$ cat config.mk
export PLATFORM = sky130hd
export DESIGN_NAME = rom_arbiter
export DESIGN_NICKNAME = d
export VERILOG_FILES = /design/src/rtl/rom_arbiter.sv
export SDC_FILE = /design/constraint.sdc
export NUM_CORES = 1
export LEC_CHECK = 0
export ABC_AREA = 1
export BUFFER_PORTS_ARGS = -buffer_cell sky130_fd_sc_hd__buf_2
export CAP_MARGIN = 20
export CORE_MARGIN = 3
export CORE_UTILIZATION = 50
export CTS_CLUSTER_DIAMETER = 30
export CTS_CLUSTER_SIZE = 12
export DETAILED_ROUTE_END_ITERATION = 8
export GPL_TIMING_DRIVEN = 1
export MAX_ROUTING_LAYER = met4
export PLACE_DENSITY_LB_ADDON = 0.2
export SETUP_SLACK_MARGIN = 0.15
export SLEW_MARGIN = 25
export SYNTH_ARGS = -nofsm -noshare
export SYNTH_HDL_FRONTEND = slang
export SYNTH_SLANG_ARGS = --single-unit
$ cat constraint.sdc
create_clock -name clk -period 3 [get_ports clk]
set_input_delay 0.15 -clock clk [delete_from_list [all_inputs] [get_ports clk]]
set_output_delay 0.15 -clock clk [all_outputs]
set_load 0.01 [all_outputs]
$ cat src/rtl/rom_arbiter.sv
// Two-port read arbiter in front of a registered-output ROM.
// Port A (CPU fetch) and port B (loader/debug) share one ROM. At most one
// ROM transaction is in flight: IDLE -> ISSUE -> WAIT -> RESP.
// Ties are resolved round-robin by default. Define ROM_ARB_FIXED_PRIO_EN to
// give port A fixed priority; the last-granted pointer is then removed.
module rom_arbiter (
  input  logic        clk,
  input  logic        reset,
  // Port A (CPU fetch)
  input  logic        a_req,
  input  logic [11:0] a_adr,
  output logic        a_gnt,
  output logic        a_valid,
  output logic [15:0] a_data,
  // Port B (loader / debug)
  input  logic        b_req,
  input  logic [11:0] b_adr,
  output logic        b_gnt,
  output logic        b_valid,
  output logic [15:0] b_data,
  // ROM side
  output logic        rom_ce,
  output logic        rom_oe,
  output logic [11:0] rom_adr,
  input  logic [15:0] rom_data
);

  typedef enum logic [1:0] {StIdle, StIssue, StWait, StResp} state_e;

  state_e      state_q, state_d;
  logic        owner_q, owner_d;  // 0: port A, 1: port B
  logic [11:0] adr_q, adr_d;
  logic [15:0] a_data_q, a_data_d;
  logic [15:0] b_data_q, b_data_d;
  logic        grant_a;

`ifdef ROM_ARB_FIXED_PRIO_EN
  // Port A wins whenever it requests.
  assign grant_a = a_req;
`else
  logic last_b_q, last_b_d;  // 1: port B was granted last

  // A wins if alone, or on a tie when B had the last grant.
  assign grant_a = a_req & (~b_req | last_b_q);

  // Pointer follows every grant; reset favours A on the first tie.
  always_comb begin
    last_b_d = last_b_q;
    if (state_q == StIdle && (a_req || b_req)) begin
      last_b_d = ~grant_a;
    end
  end

  // Last-granted pointer register.
  always_ff @(posedge clk or posedge reset) begin
    if (reset) begin
      last_b_q <= 1'b1;
    end else begin
      last_b_q <= last_b_d;
    end
  end
`endif

  // Next-state, owner/address latch and data capture.
  always_comb begin
    state_d  = state_q;
    owner_d  = owner_q;
    adr_d    = adr_q;
    a_data_d = a_data_q;
    b_data_d = b_data_q;
    unique case (state_q)
      StIdle: begin
        if (a_req || b_req) begin
          owner_d = ~grant_a;
          adr_d   = grant_a ? a_adr : b_adr;
          state_d = StIssue;
        end
      end
      StIssue: begin
        state_d = StWait;
      end
      StWait: begin
        // ROM output is valid this cycle; only the owner's register changes.
        if (owner_q) begin
          b_data_d = rom_data;
        end else begin
          a_data_d = rom_data;
        end
        state_d = StResp;
      end
      StResp: begin
        state_d = StIdle;
      end
      default: begin
        state_d = StIdle;
      end
    endcase
  end

  // State and datapath registers.
  always_ff @(posedge clk or posedge reset) begin
    if (reset) begin
      state_q  <= StIdle;
      owner_q  <= 1'b0;
      adr_q    <= '0;
      a_data_q <= '0;
      b_data_q <= '0;
    end else begin
      state_q  <= state_d;
      owner_q  <= owner_d;
      adr_q    <= adr_d;
      a_data_q <= a_data_d;
      b_data_q <= b_data_d;
    end
  end

  // Pulses are decoded from state, so reset clears them immediately.
  assign a_gnt   = (state_q == StIssue) && !owner_q;
  assign b_gnt   = (state_q == StIssue) &&  owner_q;
  assign a_valid = (state_q == StResp)  && !owner_q;
  assign b_valid = (state_q == StResp)  &&  owner_q;
  assign rom_ce  = (state_q == StIssue);
  assign rom_oe  = (state_q == StIssue);
  // Address register only changes on a grant, so it holds outside ISSUE.
  assign rom_adr = adr_q;
  assign a_data  = a_data_q;
  assign b_data  = b_data_q;

endmodule

==> impl_results.md <==
* Worst Path Arrival at 1.97 ns
* Peak VDD IR at 0.000574 V
* Max H-tree Level at 2
* Least-Margin Pin Slew at 0.840 ns
* Pre-antenna DRT Iters at 4
* Total Nets Final at 392
* Cells after Synth at 256
* Clock slew at reported path FFs at 0.10 ns
* Die Ht at 71.3 um
* Core Region at 0.00406 mm2
* Hold Path Class: in -> async
* Max frequency at 561 MHz
* Die X-Extent at 71.3 um
* Hold Buf Count CTS at 0
* Setup bufs post-CTS at 0
* Sink Count at 48
* TritonCTS clock tree: done
* Via density at 4.73
* DR vias at 1,870
* Total power at 2790 uW
* Placed wire-length estimate at 3350 um
* IO buf count at 93
* Part of the power in combinational logic at 41.6%
* Psw at 1110 uW
* Synth Area per Inst at 8.34 um2
* Initial antenna violation count at 0
* Final hold violations at 47
* Critical path peak fanout at 32
* Largest net degree at the start of global routing at 49
* Final setup fails at 0
* Std cell rows at 23
* Fill cells at 366
* Critical path data required time at 3.19 ns
* CTS Buf Count at 5
* Setup tns final at 0 ns
* Drt wl/cell at 11.7 um
* Remaining DRCs at 0
* RSZ-0062 raised after global routing: false
* Drt first-iter violations at 100
* Crit. End Element: flop
* Die footprint at 0.00509 mm2
* Global-route wire length before repair at 7730 um
* Rel. slew slack at 43.8%
* WS Path Type: reg -> reg
* GRT Overall Usage at 19.7%
* Root Buffer: clkbuf_8
* Reg power frac at 41.4%
* PD cells at 1030 mW/mm2
* Yosys cell types at 16
* Final period utilization at 59.5%
* Worst-skew pair later-pin latency at 0.31 ns
* Post-Syn Nets at 304
* Critical Path Start Type: flop
* Synth area leader: dfrtp_1
* Starting Density at 52.6%
* Number of gates resized after cts at 0
* WL final at 4630 um
* GP Congestion at 0.739
* Clock skew at 0.0125 ns
* Synth Cell Area at 0.00213 mm2
* Static leakage at 0.00164 uW
* I/O pin cnt at 94
* Clk pwr share at 17.0%
* Area growth from synthesis to final layout at 26.7%
* Worst Hold Slack at -0.0513 ns
* Max Slew Vio Count at 0
* Syn. warnings at 0
* Final antenna-violating net count at 0
* Ant diodes at 0
* Switching share of power at 39.7%
* CTS Buffer Depth at 2
* Synth Register Bits at 48
* Top post-synthesis cells by area: dfrtp_1 (55%), nand2_1 (13%), inv_1 (8.6%)
* Non-filler instance count after layout at 395
* Inst Count DP at 387
* Status: complete, but fails checks
* Layout cells sized above 1 at 31.0%
* Gr ovfl total at 0
* Area share of the largest cell type after synthesis at 55.1%
* Number of global-route vias before repair at 1,753
* Internal at 1680 uW
* Register area share after synthesis at 56.3%
* Crit path time final at 1.78 ns
* Maxcap violations at 0
* Failing checks: hold timing
==> sequential cells by signal, indices dropped and copies added, names as in the netlist <==
signal and count:
a_data 16, state_q 2, b_data 16, last_b_q 1, owner_q 1, rom_adr 12
==> cell families (layout without fill, tap and decap cells) <==
group / after synthesis / count (layout) / share of synthesized area (%)
buf+inv: 62 / 151 / 12.3
simple gates: 104 / 104 / 19.9
compound gates: 38 / 38 / 9.09
flops: 48 / 48 / 56.3
fa+ha+maj: 4 / 4 / 2.34
==> stage by stage <==
| step | worst slack [ns] | area [um2] | utilization, % | hold WS, ns |
|---|---|---|---|---|
| CTS | 1.16 | 2700 | 66.6 | 0.0918 |
| floorplan | 1.71 | 2130 | - | 0.298 |
| global route | 1.01 | 2700 | 66.6 | 0.0174 |
| global placement | 1.43 | 2590 | 63.8 | 0.421 |
| finish | 1.22 | 2700 | 66.6 | -0.0513 |
| detailed placement | 1.23 | 2590 | 63.8 | 0.429 |
==> synthesized netlist by cell type (all sizes together) <==
library cell   n
nand2         77
inv           50
dfrtp         47
o21ai         38
nand3         24
buf           11
ha             4
nor2           3
clkbuf         1
dfstp          1
==> worst max-delay path, stage by stage, from the launching register on <==
cell and delay, ns:
dfrtp_1 0.42, inv_1 0.11, ha_1 0.20, nand2_1 0.50, o21ai_0 0.44
==> cells in the final DEF (no fill, tap or decap), types with 3 or more instances in the layout <==
| cell | n |
|---|---|
| buf_2 | 93 |
| clkbuf_8 | 5 |
| dfrtp_1 | 47 |
| ha_1 | 4 |
| inv_1 | 48 |
| nand2_1 | 75 |
| nand3_1 | 24 |
| nor2_1 | 3 |
| o21ai_0 | 35 |
==> final timing paths <==
path                                              from                     end  slack [ns]  cells after the start
min in group clk                           rom_data[1]   b_data[1]$_DFFE_PP0P_        0.10                      3
worst max-delay path            state_q[0]$_DFFE_PP0P_  a_data[10]$_DFFE_PP0P_        1.22                      4
worst min-delay path                             reset   a_data[3]$_DFFE_PP0P_       -0.05                      2
worst min register to register  b_data[15]$_DFFE_PP0P_  b_data[15]$_DFFE_PP0P_        0.48                      2
max in group asynchronous                        reset  b_data[14]$_DFFE_PP0P_        2.54                      2
worst max register to register  state_q[0]$_DFFE_PP0P_  a_data[10]$_DFFE_PP0P_        1.22                      4
==> routing by layer <==
| metal | wire (um) | GRT usage, % | vias to the layer above |
|---|---|---|---|
| met4 | 61 | 6.89 | 0 |
| met1 | 1960 | 24.3 | 852 |
| met3 | 282 | 3.79 | 7 |
| met5 | 0 | - | - |
| li1 | - | - | 951 |
| met2 | 2330 | 32.6 | 60 |
==> area by class of cell <==
type / count / area, um2 / area share (%)
Sequential cell: 48 / 1200 / 44.5
Timing Repair Buffer: 93 / 465 / 17.2
Inverter: 50 / 189 / 6.99
Clock inverter: 3 / 46.3 / 1.71
Clock buffer: 5 / 68.8 / 2.55
Multi-Input combinational cell: 146 / 669 / 24.8
Tap cell: 50 / 62.6 / 2.31
==> power groups by stage <==
stage	Sequential, uW	Combinational, uW	Clock (uW)
finish	1150	1160	475
global placement	1160	1140	0
detailed placement	1160	1190	0
global route	1190	1340	511
floorplan	1290	606	0
CTS	1150	1190	486
Note: power is estimated with default switching activity, not from simulation.
